File: src/rtl/serial_adder_pkg.sv
// Shared types and constants for the bit-serial adder controller.
package serial_adder_pkg;

  typedef enum logic [1:0] {
    ST_IDLE = 2'd0,
    ST_RUN  = 2'd1,
    ST_DONE = 2'd2
  } state_t;

  localparam int DEFAULT_WIDTH = 8;

  // Bit counter width; a 1-bit floor keeps the counter legal for tiny widths.
  function automatic int cnt_width(input int width);
    return (width <= 2) ? 1 : $clog2(width);
  endfunction

endpackage

File: src/rtl/serial_adder_ctrl_if.sv
// Start/ready/done request bus between a datapath and the serial adder.
// The sub request line exists only when SERIAL_ADDER_SUB_EN is defined.
interface serial_adder_ctrl_if #(
  parameter int WIDTH = serial_adder_pkg::DEFAULT_WIDTH
) ();

  logic             start;
  logic [WIDTH-1:0] a;
  logic [WIDTH-1:0] b;
  logic             cin;
`ifdef SERIAL_ADDER_SUB_EN
  logic             sub;
`endif
  logic             ready;
  logic             done;
  logic [WIDTH-1:0] sum;
  logic             cout;

`ifdef SERIAL_ADDER_SUB_EN
  modport master (output start, a, b, cin, sub, input ready, done, sum, cout);
  modport slave  (input start, a, b, cin, sub, output ready, done, sum, cout);
`else
  modport master (output start, a, b, cin, input ready, done, sum, cout);
  modport slave  (input start, a, b, cin, output ready, done, sum, cout);
`endif

endinterface

File: src/rtl/full_adder.sv
// Single-bit full adder cell used as the serial datapath.
module full_adder (
  input  logic A,
  input  logic B,
  input  logic Cin,
  output logic S,
  output logic Cout
);

  assign S    = A ^ B ^ Cin;
  assign Cout = (A & B) | (Cin & (A ^ B));

endmodule

File: src/rtl/serial_adder_ctrl.sv
// Bit-serial adder controller: one full adder cell stepped LSB-first over WIDTH cycles.
// Optional subtract mode is enabled by defining SERIAL_ADDER_SUB_EN.
module serial_adder_ctrl
  import serial_adder_pkg::*;
#(
  parameter int WIDTH = DEFAULT_WIDTH
) (
  input logic               clk,
  input logic               reset,
  serial_adder_ctrl_if.slave bus
);

  localparam int CW = cnt_width(WIDTH);
  localparam logic [CW-1:0] LAST_BIT = CW'(WIDTH - 1);

  state_t           r_state;
  state_t           w_state_next;
  logic [WIDTH-1:0] r_a_sh;
  logic [WIDTH-1:0] r_b_sh;
  logic [WIDTH-1:0] r_sum;
  logic             r_carry;
  logic             r_cout;
  logic [CW-1:0]    r_cnt;
  logic             w_accept;
  logic             w_last;
  logic             w_s;
  logic             w_fa_cout;
  logic [WIDTH-1:0] w_b_load;
  logic             w_carry_load;

  full_adder u_fa (
    .A    (r_a_sh[0]),
    .B    (r_b_sh[0]),
    .Cin  (r_carry),
    .S    (w_s),
    .Cout (w_fa_cout)
  );

  assign w_last = (r_cnt == LAST_BIT);

`ifdef SERIAL_ADDER_SUB_EN
  // Two's-complement subtract: invert b and force the initial carry to 1.
  assign w_b_load     = bus.sub ? ~bus.b : bus.b;
  assign w_carry_load = bus.sub ? 1'b1 : bus.cin;
`else
  assign w_b_load     = bus.b;
  assign w_carry_load = bus.cin;
`endif

  always_ff @(posedge clk) begin
    if (reset) begin
      r_state <= ST_IDLE;
    end else begin
      r_state <= w_state_next;
    end
  end

  always_comb begin
    w_state_next = r_state;
    w_accept     = 1'b0;
    bus.ready    = 1'b0;
    bus.done     = 1'b0;
    case (r_state)
      ST_IDLE: begin
        bus.ready = 1'b1;
        if (bus.start) begin
          w_accept     = 1'b1;
          w_state_next = ST_RUN;
        end
      end
      ST_RUN: begin
        if (w_last) begin
          w_state_next = ST_DONE;
        end
      end
      ST_DONE: begin
        bus.done     = 1'b1;
        w_state_next = ST_IDLE;
      end
      default: begin
        w_state_next = ST_IDLE;
      end
    endcase
  end

  // Datapath registers; operands are only loaded on an accepted start.
  always_ff @(posedge clk) begin
    if (reset) begin
      r_a_sh  <= '0;
      r_b_sh  <= '0;
      r_sum   <= '0;
      r_carry <= 1'b0;
      r_cout  <= 1'b0;
      r_cnt   <= '0;
    end else if (w_accept) begin
      r_a_sh  <= bus.a;
      r_b_sh  <= w_b_load;
      r_carry <= w_carry_load;
      r_cnt   <= '0;
    end else if (r_state == ST_RUN) begin
      r_sum   <= {w_s, r_sum[WIDTH-1:1]};
      r_a_sh  <= {1'b0, r_a_sh[WIDTH-1:1]};
      r_b_sh  <= {1'b0, r_b_sh[WIDTH-1:1]};
      r_carry <= w_fa_cout;
      if (w_last) begin
        r_cout <= w_fa_cout;
      end else begin
        r_cnt <= r_cnt + 1'b1;
      end
    end
  end

  assign bus.sum  = r_sum;
  assign bus.cout = r_cout;

endmodule

File: src/flat_wrapper.sv
// flat-port wrapper written by rule: the top's interface ports become plain ports
module serial_adder_ctrl_flat import serial_adder_pkg::*;
#(
  parameter int WIDTH = DEFAULT_WIDTH
)
  (clk, reset, bus_start, bus_a, bus_b, bus_cin, bus_ready, bus_done, bus_sum, bus_cout);
  serial_adder_ctrl_if #(.WIDTH(WIDTH)) bus_i ();
  input logic clk;
  input logic reset;
  input wire logic [$bits(bus_i.start)-1:0] bus_start;
  input wire logic [$bits(bus_i.a)-1:0] bus_a;
  input wire logic [$bits(bus_i.b)-1:0] bus_b;
  input wire logic [$bits(bus_i.cin)-1:0] bus_cin;
  output wire logic [$bits(bus_i.ready)-1:0] bus_ready;
  output wire logic [$bits(bus_i.done)-1:0] bus_done;
  output wire logic [$bits(bus_i.sum)-1:0] bus_sum;
  output wire logic [$bits(bus_i.cout)-1:0] bus_cout;
  assign bus_i.start = bus_start;
  assign bus_i.a = bus_a;
  assign bus_i.b = bus_b;
  assign bus_i.cin = bus_cin;
  assign bus_ready = bus_i.ready;
  assign bus_done = bus_i.done;
  assign bus_sum = bus_i.sum;
  assign bus_cout = bus_i.cout;
  serial_adder_ctrl #(.WIDTH(WIDTH)) u_core (.clk(clk), .reset(reset), .bus(bus_i));
endmodule
File: config.mk
export PLATFORM = sky130hd
export DESIGN_NAME = serial_adder_ctrl_flat
export DESIGN_NICKNAME = d
export VERILOG_FILES = /design/src/rtl/serial_adder_pkg.sv /design/src/rtl/serial_adder_ctrl_if.sv /design/src/rtl/full_adder.sv /design/src/rtl/serial_adder_ctrl.sv /design/src/flat_wrapper.sv
export SDC_FILE = /design/constraint.sdc
export NUM_CORES = 1
export LEC_CHECK = 0
export ABC_AREA = 1
export BUFFER_PORTS_ARGS = -buffer_cell sky130_fd_sc_hd__clkbuf_2
export CAP_MARGIN = 5
export CORE_UTILIZATION = 30
export CTS_CLUSTER_SIZE = 14
export DETAILED_ROUTE_END_ITERATION = 7
export SETUP_SLACK_MARGIN = 0.02
export SKIP_CTS_REPAIR_TIMING = 1
export SLEW_MARGIN = 15
export SYNTH_ARGS = -nofsm -noshare
export SYNTH_HDL_FRONTEND = slang
export SYNTH_HIERARCHICAL = 1
export SYNTH_SLANG_ARGS = --single-unit
File: constraint.sdc
create_clock -name clk -period 2.22 [get_ports clk]
set_input_delay 0.111 -clock clk [delete_from_list [all_inputs] [get_ports clk]]
set_output_delay 0.111 -clock clk [all_outputs]
set_load 0.02 [all_outputs]
==> key figures, run 1 <==
Run status
  – Outcome: finished clean

Routing
  – WL final: 3100 microns
  – DR WL/cell: roughly 11 microns
  – Overall via count from detail_route: ~1400
  – DRC violations left: 0
  – TritonRoute pass-1 iters: 4
  – Antenna viol nets, final: 0
  – Post-DR vias/cell: 4.66
  – Initial drt markers: 81

Critical path
  – Worst EP required: between 2000 and 2500 ps
  – Crit Path Max Fanout: 16
  – FF-to-FF setup slack: 590 ps
  – Critical path class: reg2reg
  – CP Launch Type: flop
  – CP endpoint kind: flop
  – Worst EP arrival: about 1800 ps

Placement
  – Cells after DPL: 282
  – Port bufs: 30
  – Placer Congestion: 0.754
  – Post-DP HPWL: 2040 microns

Synth
  – Mapped Nets: around 230
  – Synthesized area: 0.00145 sq mm
  – Seq/Total Area, Yosys: 0.428
  – #FFs+latches synth: 31
  – Synthesized area per cell: between 6 and 7 sq um
  – Netlist cell types: 18
  – Post-synthesis cell count: 210
  – Synth warn: 6

Timing
  – Achievable Freq: 615 MHz
  – Slew margin rel.: 0.552
  – TNS Setup: 0 ps
  – Tcrit/Tclk final: 0.732
  – Final Hold Viols: 0
  – # setup viols final: 0
  – RSZ-0062 raised after global routing: no
  – Worst Clk Skew: 4.14 ps
  – Measured slew at the worst slew-check pin: 671 ps
  – Final worst path period need: approximately 1600 ps
  – Max Slew Vio Count: 0

Floorplanning
  – # IOs: 31
  – Initial Utilization: 0.322
  – Core Box Area: 0.00450 sq mm
  – Die X: 71.5 microns
  – Die ar.: between 0.005 and 0.006 sq mm
  – Die H: roughly 72 microns
  – Rows: 24

Cells and area
  – Final nets: between 200 and 300
  – Commonest cells after routing, fill and taps aside: nand2_1, dfxtp_1, clkbuf_2
  – Layout Cells excl Fill: 290
  – Syn-to-layout area delta: 16.1%
  – Inserted Diodes: 0
  – Most common cell after layout, fill and taps aside: nand2_1
  – Layout cells sized above 1: 0.185

Clock network
  – Max Root-Sink Buffers: 2
  – Clk slew on worst S/H paths: 60 ps
  – Root buf cell: clkbuf_8
  – Latest clock arrival within the worst-skew pair: 280 ps
  – CTS Buf Count: 5
  – TritonCTS Sinks: 31
  – TritonCTS clock tree: yes
  – H-tree Lvls: 2

Min path
  – HP Class: in2reg

Global route
  – Vias in the first global route: between 1000 and 1500
  – Largest net degree at the start of global routing: 21
  – Antenna violations before repair: 0
  – First-pass GRT wire length: 5080 microns
  – Overall Global Routing Usage: 0.131
  – Gr ovfl total: 0

Power and ir drop
  – Pwr Density: 733 mW/mm^2
  – VDD IR max: 281 uV
  – Leak: between 0.8 and 0.9 nW

Flow run
  – Max Cap Violations: 0
-- state kept, by name, indices dropped and copies added (netlist names) --
name             cells
u_core/r_a_sh        8
u_core/r_state       2
u_core/r_b_sh        8
u_core/r_cnt         3
u_core/bus.cout      1
u_core/r_carry       1
u_core/bus.sum       8
-- path summary, 6_finish.rpt --
| path | to | depth (start not counted) | startpoint |
|---|---|---|---|
| setup / recovery | u_core/r_cnt[0] | 4 | u_core/r_state[0] |
| setup reg to reg | u_core/r_cnt[0] | 4 | u_core/r_state[0] |
| hold / removal | u_core/r_b_sh[7] | 3 | bus_b[7] |
| hold reg to reg | u_core/r_b_sh[6] | 2 | u_core/r_b_sh[6] |
-- cells in the mapped netlist --
cell type	n	share of area
nor2_2	1	0.0043
a21oi_1	17	0.059
nor2_4	1	0.0078
ha_1	2	0.017
inv_2	3	0.0078
dfxtp_1	31	0.43
clkbuf_1	2	0.0052
o21ai_0	8	0.028
buf_2	5	0.017
nor2_1	27	0.070
nand2_1	61	0.16
inv_1	18	0.047
buf_4	2	0.010
nand3_1	27	0.093
nand2_4	1	0.0078
o21ai_4	1	0.011
buf_6	2	0.016
fa_1	1	0.014
-- logic make-up (layout without fill, tap and decap cells) --
family / after synthesis / count (layout) / synth area share
flip-flops: 31 / 31 / 0.428
adder cells (fa/ha/maj): 3 / 3 / 0.0311
buffers and inverters: 32 / 60 / 0.103
AO/OA/AOI/OAI: 26 / 26 / 0.0975
AND/OR/NAND/NOR: 118 / 118 / 0.341
-- worst max-delay path, stage by stage, from the launching register on --
cell     delay, ps
dfxtp_1        750
nand2_1        330
nor2_1         240
nand2_1         80
a21oi_1        150
-- stage by stage --
step | area (sq um) | util | hold slack, ps | worst slack, ps | power (W)
5_1_grt | 1680 | 0.374 | 56.3 | 409 | 0.00131
3_3_place_gp | 1600 | 0.356 | 348 | 684 | 0.000823
2_1_floorplan | 1450 | - | 254 | 1030 | 0.000777
6_report | 1680 | 0.374 | 52.9 | 594 | 0.00123
4_1_cts | 1680 | 0.374 | 44.2 | 584 | 0.00125
3_5_place_dp | 1600 | 0.356 | 351 | 636 | 0.000826
-- per-layer routing --
metal | vias up | track usage | part of all wire
li1 | 714 | - | -
met1 | 598 | 0.154 | 0.49
met2 | 35 | 0.206 | 0.44
met3 | 4 | 0.0577 | 0.053
met4 | 0 | 0.0588 | 0.012
met5 | - | 0 | 0
-- final cells by class --
type	instances	area (sq um)
inverters	21	78.8
clock inverters	1	5.00
flip-flops and latches	31	621
repair buffers	31	158
fillers	495	2820
well taps	52	65.1
multi-input cells	147	681
clock buffers	7	76.3
-- power by group --
group	internal (W)	switching (W)
Sequential	0.000596	0.0000309
Clock	0.000219	0.000202
Combinational	0.0000690	0.000117
Power figures use the tool's default switching activity.
==> run 2: changes to the inputs <==
clock period = 1.6 ns   (was 2.22 ns; I/O delays follow)
==> run 2 against run 1 <==
  * Combinational power up 49%
  * Total power up 48%
  * Sequential power rose by 38%
  * Clock power is 62% higher
  * Final cell count rose by 1.7%
  * Utilization increased by 1.2 points
  * Clock skew fell by 1.3 ps
  * Register-to-register slack worse by 420 ps
==> key figures, run 2 (same netlist as run 1, synthesis figures left out) <==
Run status
  – Outcome: finished clean (unchanged)

Cells and area
  – Area of the multi-input gates: 681 sq um (unchanged)
  – Layout cells sized above 1: 0.206 (was 0.185)
  – Most common cell after layout, fill and taps aside: nand2_1 (unchanged)
  – Fill count: 495 (unchanged)
  – Commonest cells after routing, fill and taps aside: nand2_1, dfxtp_1, clkbuf_2 (unchanged)
  – Final instance area: 0.00174 sq mm (was 0.00168 sq mm)
  – Inserted Diodes: 0 (unchanged)
  – Syn-to-layout area delta: 20.0% (was 16.1%)
  – Final core utilization: 0.386 (was 0.374)
  – Final nets: 265 (was 260)
  – Register area: 621 sq um (unchanged)

Timing
  – Tcrit/Tclk final: 0.891 (was 0.732)
  – Final worst path period need: 1430 ps (was 1630 ps)
  – # setup viols final: 0 (unchanged)
  – Slew margin rel.: 0.690 (was 0.552)
  – RSZ-0062 raised after global routing: no (unchanged)
  – Measured slew at the worst slew-check pin: 464 ps (was 671 ps)
  – TNS Setup: 0 ps (unchanged)
  – Max Slew Vio Count: 0 (unchanged)
  – Achievable Freq: 701 MHz (was 615 MHz)
  – Worst setup margin: 174 ps (was 594 ps)
  – Final Hold Viols: 0 (unchanged)
  – Worst Clk Skew: 2.88 ps (was 4.14 ps)

Critical path
  – Reg2reg path depth: 7 (was 4)
  – Crit path cell chain: buf_4 -> o21ai_4 -> buf_4 -> nand2_1 -> inv_1 -> nor2_1 -> nor2_1 (was nand2_1 -> nor2_1 -> nand2_1 -> a21oi_1)
  – Crit path launch: u_core/r_state[0] (unchanged)
  – CP endpoint kind: flop (unchanged)
  – CP max-delay cell: dfxtp_1 (unchanged)
  – Crit Path Max Fanout: 11 (was 16)
  – RR Startpoint: u_core/r_state[0] (unchanged)
  – Critical path class: reg2reg (unchanged)
  – Max incr delay on CP: 610 ps (was 750 ps)
  – Worst EP required: 1780 ps (was 2430 ps)
  – Worst path depth: 7 (was 4)
  – CP delay by family, top: flip-flops (unchanged)
  – Buf/Inv on CP: 3 (was 0)
  – CP Launch Type: flop (unchanged)
  – Worst EP arrival: 1600 ps (was 1840 ps)

Clock network
  – CTS Buf Count: 5 (unchanged)
  – Root buf cell: clkbuf_8 (unchanged)
  – H-tree Lvls: 2 (unchanged)
  – Max Root-Sink Buffers: 2 (unchanged)
  – TritonCTS clock tree: yes (unchanged)
  – TritonCTS Sinks: 31 (unchanged)
  – Clk slew on worst S/H paths: 60 ps (about the same)
  – Latest clock arrival within the worst-skew pair: 290 ps (was 280 ps)

Power and ir drop
  – Clock network power share: 0.374 (was 0.341)
  – Switch Pwr: 0.000499 W (was 0.000350 W)
  – Sw Share: 0.273 (was 0.284)
  – Gate power share: 0.152 (was 0.151)
  – Pwr Density: 1050 mW/mm^2 (was 733 mW/mm^2)
  – Overall power: 0.00182 W (was 0.00123 W)
  – Sequential power share: 0.474 (was 0.508)
  – Pint: 0.00133 W (was 0.000884 W)
  – Leak: 0.882 nW (was 0.848 nW)
  – VDD IR max: 499 uV (was 281 uV)

Placement
  – Port bufs: 30 (unchanged)
  – Placer Congestion: 0.764 (was 0.754)
  – Dpl ws: 192 ps (was 636 ps)
  – Post-DP HPWL: 2180 microns (was 2040 microns)
  – Placed cell areas: 0.00164 sq mm (was 0.00160 sq mm)

Min path
  – HP Class: in2reg (unchanged)
  – Hold-critical path depth: 3 (unchanged)
  – Critical hold path startpoint: bus_b[7] (unchanged)

Routing
  – Post-DR vias/cell: 4.66 (about the same)
  – Overall via count from detail_route: 1376 (was 1351)
  – Initial drt markers: 72 (was 81)
  – TritonRoute pass-1 iters: 4 (unchanged)
  – DRC violations left: 0 (unchanged)
  – Antenna viol nets, final: 0 (unchanged)
  – WL final: 3210 microns (was 3100 microns)
  – DR WL/cell: 10.9 microns (was 10.7 microns)

Global route
  – Gr ovfl total: 0 (unchanged)
  – Antenna violations before repair: 0 (unchanged)
  – First-pass GRT wire length: 5570 microns (was 5080 microns)
  – Largest net degree at the start of global routing: 20 (was 21)
  – Vias in the first global route: 1245 (was 1183)
  – Overall Global Routing Usage: 0.144 (was 0.131)

Floorplanning
  – # IOs: 31 (unchanged)
  – Initial Utilization: 0.322 (unchanged)
  – Core Box Area: 0.00450 sq mm (unchanged)
  – Rows: 24 (unchanged)
  – Die ar.: 0.00512 sq mm (unchanged)
  – Die H: 71.5 microns (unchanged)
  – Die X: 71.5 microns (unchanged)

Flow run
  – Max Cap Violations: 0 (unchanged)
[run 2: stage by stage]
| step | std cells | hold WS, ps |
|---|---|---|
| 2_1_floorplan | 210 | 223 |
| 3_3_place_gp | 287 | 320 |
| 3_5_place_dp | 287 | 322 |
| 4_1_cts | 295 | 10.9 |
| 5_1_grt | 295 | 33.7 |
| 6_report | 295 | 24.8 |
[run 2: worst paths after layout]
kind,end,slack [ps]
worst max-delay path,u_core/r_a_sh[5],170
worst min-delay path,u_core/r_b_sh[7],20
worst max register to register,u_core/r_a_sh[5],170
worst min register to register,u_core/r_cnt[1],470
[run 2: power groups by stage]
stage	Combinational (W)	Clock, W	Sequential, W
floorplan	0.000188	0	0.000890
global placement	0.000276	0	0.000881
detailed placement	0.000279	0	0.000883
CTS	0.000280	0.000708	0.000866
global route	0.000318	0.000743	0.000872
finish	0.000277	0.000682	0.000866
[run 2: worst reg2reg max path: cells and delay by family, from the launching register on]
family / cells / cell delay [ps]
flip-flops: 1 / 610
buffers and inverters: 3 / 460
AND/OR/NAND/NOR: 3 / 190
AO/OA/AOI/OAI: 1 / 60
[run 2: layout make-up]
| class | count | share of cell area |
|---|---|---|
| repair buffers | 36 | 0.112 |
| well taps | 52 | 0.0374 |
| inverters | 21 | 0.0453 |
| clock buffers | 8 | 0.0575 |
| multi-input cells | 147 | 0.391 |
| flip-flops and latches | 31 | 0.357 |
[run 2: metal layers]
layer  up-vias  part of all wire  global-route usage
met3         8             0.064              0.0436
met1       596              0.49               0.177
met2        52              0.42               0.221
li1        720                 -                   -
met4         0             0.026              0.0850
met5         -                 0                   0
==> run 3: changes to the inputs <==
--- a/config.mk
+++ b/config.mk
@@ -9,7 +9,10 @@
 export BUFFER_PORTS_ARGS = -buffer_cell sky130_fd_sc_hd__clkbuf_2
 export CAP_MARGIN = 5
-export CORE_UTILIZATION = 30
+export CELL_PAD_IN_SITES_DETAIL_PLACEMENT = 2
+export CELL_PAD_IN_SITES_GLOBAL_PLACEMENT = 2
+export CORE_UTILIZATION = 29
 export CTS_CLUSTER_SIZE = 14
 export DETAILED_ROUTE_END_ITERATION = 7
+export PLACE_DENSITY_LB_ADDON = 0.1
 export SETUP_SLACK_MARGIN = 0.02
 export SKIP_CTS_REPAIR_TIMING = 1
@@ -17,4 +20,3 @@
 export SYNTH_ARGS = -nofsm -noshare
 export SYNTH_HDL_FRONTEND = slang
-export SYNTH_HIERARCHICAL = 1
 export SYNTH_SLANG_ARGS = --single-unit
==> constraint.sdc (replaced) <==
create_clock -name clk -period 1.6 [get_ports clk]
set_input_delay 0.24 -clock clk [delete_from_list [all_inputs] [get_ports clk]]
set_output_delay 0.24 -clock clk [all_outputs]
set_load 0.02 [all_outputs]
==> run 3 against run 2 <==
  * Global-route usage increased by 3.4 points
  * Total power down 3.9%
  * Register-to-register slack better by 60 ps
  * Design area stayed put
  * Largest power group unchanged
==> key figures, run 3 <==
Run status
  – Outcome: finished clean (unchanged)

Floorplanning
  – Die X: 72.7 microns (was 71.5 microns)
  – Die H: 72.7 microns (was 71.5 microns)
  – # IOs: 31 (unchanged)
  – Die ar.: 0.00528 sq mm (was 0.00512 sq mm)
  – Core Box Area: 0.00475 sq mm (was 0.00450 sq mm)
  – Rows: 25 (was 24)
  – Initial Utilization: 0.305 (was 0.322)

Critical path
  – CP max-delay cell: dfxtp_1 (unchanged)
  – Crit path cell chain: buf_4 -> nor2_1 -> clkbuf_2 (was buf_4 -> o21ai_4 -> buf_4 -> nand2_1 -> inv_1 -> nor2_1 -> nor2_1)
  – Critical path class: reg2out (was reg2reg)
  – RR Startpoint: u_core.r_state[1] (was u_core/r_state[0])
  – Reg2reg end: u_core.r_cnt[2] (was u_core/r_a_sh[5])
  – Worst EP required: 1360 ps (was 1780 ps)
  – FF-to-FF setup slack: 230 ps (was 170 ps)
  – Worst EP arrival: 1230 ps (was 1600 ps)
  – Crit Path Max Fanout: 6 (was 11)
  – CP Launch Type: flop (unchanged)
  – Reg2reg path depth: 5 (was 7)
  – Max incr delay on CP: 520 ps (was 610 ps)
  – CP endpoint kind: output pin (was flop)

Cells and area
  – Layout cells sized above 1: 0.210 (was 0.206)
  – Commonest cells after routing, fill and taps aside: nand2_1, dfxtp_1, clkbuf_2 (unchanged)
  – Layout Cells excl Fill: 310 (was 295)
  – Final core utilization: 0.366 (was 0.386)
  – Inserted Diodes: 0 (unchanged)
  – Most common cell after layout, fill and taps aside: nand2_1 (unchanged)
  – Syn-to-layout area delta: 20.1% (was 20.0%)
  – Fill count: 596 (was 495)
  – Final nets: 265 (unchanged)

Synth
  – Synth area leaders: dfxtp_1, nand2_1, nand3_1 (unchanged)
  – Synthesized area: 0.00145 sq mm (about the same)
  – Netlist cell types: 18 (unchanged)
  – Share of the synthesized area in the top cell type: 0.428 (about the same)
  – Post-synthesis cell count: 210 (unchanged)
  – Number of synthesized flops with an enable pin: 0 (unchanged)
  – Synth top cells by count: nand2_1, dfxtp_1, nand3_1, nor2_1, inv_1 (unchanged)
  – Most common cell in the netlist: nand2_1 (unchanged)
  – Synthesized area per cell: 6.90 sq um (was 6.91 sq um)
  – Synth async-reset ratio: 0 (unchanged)
  – Mapped Nets: 233 (unchanged)
  – Ys flop type: dfxtp_1 (unchanged)
  – Seq/Total Area, Yosys: 0.428 (about the same)
  – Largest area contributor in the netlist: dfxtp_1 (unchanged)
  – Synth warn: 0 (was 6)
  – #FFs+latches synth: 31 (unchanged)

Routing
  – TritonRoute pass-1 iters: 4 (unchanged)
  – Initial drt markers: 44 (was 72)
  – DRC violations left: 0 (unchanged)
  – Antenna viol nets, final: 0 (unchanged)
  – Post-DR vias/cell: 4.64 (was 4.66)
  – Overall via count from detail_route: 1437 (was 1376)
  – WL final: 4320 microns (was 3210 microns)
  – DR WL/cell: 13.9 microns (was 10.9 microns)

Power and ir drop
  – Clock network power share: 0.340 (was 0.374)
  – Gate power share: 0.166 (was 0.152)
  – Switch Pwr: 0.000523 W (was 0.000499 W)
  – Pint: 0.00123 W (was 0.00133 W)
  – Sequential power share: 0.494 (was 0.474)
  – Sw Share: 0.298 (was 0.273)
  – Leak: 0.877 nW (was 0.882 nW)
  – Pwr Density: 1010 mW/mm^2 (was 1050 mW/mm^2)
  – VDD IR max: 387 uV (was 499 uV)

Placement
  – Placer Congestion: 0.704 (was 0.764)
  – Port bufs: 30 (unchanged)
  – Cells after DPL: 302 (was 287)
  – Post-DP HPWL: 3270 microns (was 2180 microns)

Global route
  – Vias in the first global route: 1530 (was 1245)
  – Largest net degree at the start of global routing: 20 (unchanged)
  – First-pass GRT wire length: 7060 microns (was 5570 microns)
  – Gr ovfl total: 0 (unchanged)
  – Overall Global Routing Usage: 0.178 (was 0.144)
  – Antenna violations before repair: 0 (unchanged)

Clock network
  – H-tree Lvls: 2 (unchanged)
  – Max Root-Sink Buffers: 2 (unchanged)
  – TritonCTS Sinks: 31 (unchanged)
  – Latest clock arrival within the worst-skew pair: 280 ps (was 290 ps)
  – Root buf cell: clkbuf_8 (unchanged)
  – TritonCTS clock tree: yes (unchanged)
  – Clk slew on worst S/H paths: 70 ps (was 60 ps)
  – CTS Buf Count: 5 (unchanged)

Flow run
  – Max Cap Violations: 0 (unchanged)

Timing
  – # setup viols final: 0 (unchanged)
  – TNS Setup: 0 ps (unchanged)
  – Slew margin rel.: 0.660 (was 0.690)
  – Max Slew Vio Count: 0 (unchanged)
  – Achievable Freq: 681 MHz (was 701 MHz)
  – Final worst path period need: 1470 ps (was 1430 ps)
  – Measured slew at the worst slew-check pin: 508 ps (was 464 ps)
  – Tcrit/Tclk final: 0.918 (was 0.891)
  – Worst Clk Skew: 2.30 ps (was 2.88 ps)
  – RSZ-0062 raised after global routing: no (unchanged)
  – Final Hold Viols: 0 (unchanged)

Min path
  – HP Class: in2reg (unchanged)
  – Worst Hold End: u_core.r_b_sh[7] (was u_core/r_b_sh[7])
  – Critical hold path startpoint: bus_b[7] (unchanged)
  – Hold-critical path depth: 3 (unchanged)
-- run 3: changes by cell type after synthesis --
cell	delta
buf_2	+1
nand2_4	-1
clkbuf_1	-2
inv_2	-1
inv_1	+1
nand2_1	-1
buf_1	+1
nand2_2	+2
-- run 3: kinds of logic after synthesis --
family | synth area share
simple gates | 0.339
buf+inv | 0.104
flops | 0.428
compound gates | 0.0976
fa+ha+maj | 0.0311
-- run 3: per-layer routing --
layer | routed length, microns | vias up | GRT usage
met1 | 1970 | 695 | 0.211
met3 | 131 | 2 | 0.0387
met2 | 2210 | 23 | 0.320
met5 | 0 | - | 0
met4 | 17 | 0 | 0.0523
li1 | - | 717 | -
-- run 3: how the worst max path moves through the flow --
stage,endpoint,slack (ps),cells after the start,startpoint
after floorplan,bus_done,420,3,u_core.r_state[1]
after global placement,u_core.r_cnt[1],340,5,u_core.r_state[1]
after detailed placement,u_core.r_cnt[1],190,5,u_core.r_state[1]
after CTS,bus_done,90,3,u_core.r_state[1]
after global routing,bus_done,40,3,u_core.r_state[1]
final,bus_done,130,3,u_core.r_state[0]
-- run 3: power by group through the flow --
stage | logic [W] | clock network [W] | registers, W
2_1_floorplan | 0.000186 | 0 | 0.000890
3_3_place_gp | 0.000281 | 0 | 0.000880
3_5_place_dp | 0.000300 | 0 | 0.000884
4_1_cts | 0.000302 | 0.000625 | 0.000867
5_1_grt | 0.000334 | 0.000652 | 0.000872
6_report | 0.000292 | 0.000595 | 0.000866
-- run 3: cell type report --
class	instances	area, sq um	area share
inverter	21	78.8	0.0453
multi-input combinational	147	678	0.390
timing repair buffer	36	195	0.112
clock inverter	3	15.0	0.00863
sequential	31	621	0.357
clock buffer	5	68.8	0.0395
tap	67	83.8	0.0482
-- run 3: worst max-delay path: cells and delay by family, from the launching register on --
| family | cells | cell delay, ps |
|---|---|---|
| simple gates | 1 | 60 |
| flops | 1 | 520 |
| buf+inv | 2 | 380 |
-- run 3: metrics by stage --
| step | total power (W) | instance area [sq um] | worst slack [ps] | hold WS, ps |
|---|---|---|---|---|
| 2_1_floorplan | 0.00108 | 1450 | 419 | 383 |
| 3_3_place_gp | 0.00116 | 1660 | 337 | 453 |
| 3_5_place_dp | 0.00118 | 1660 | 193 | 462 |
| 4_1_cts | 0.00179 | 1740 | 87.3 | 179 |
| 5_1_grt | 0.00186 | 1740 | 40.9 | 203 |
| 6_report | 0.00175 | 1740 | 132 | 188 |
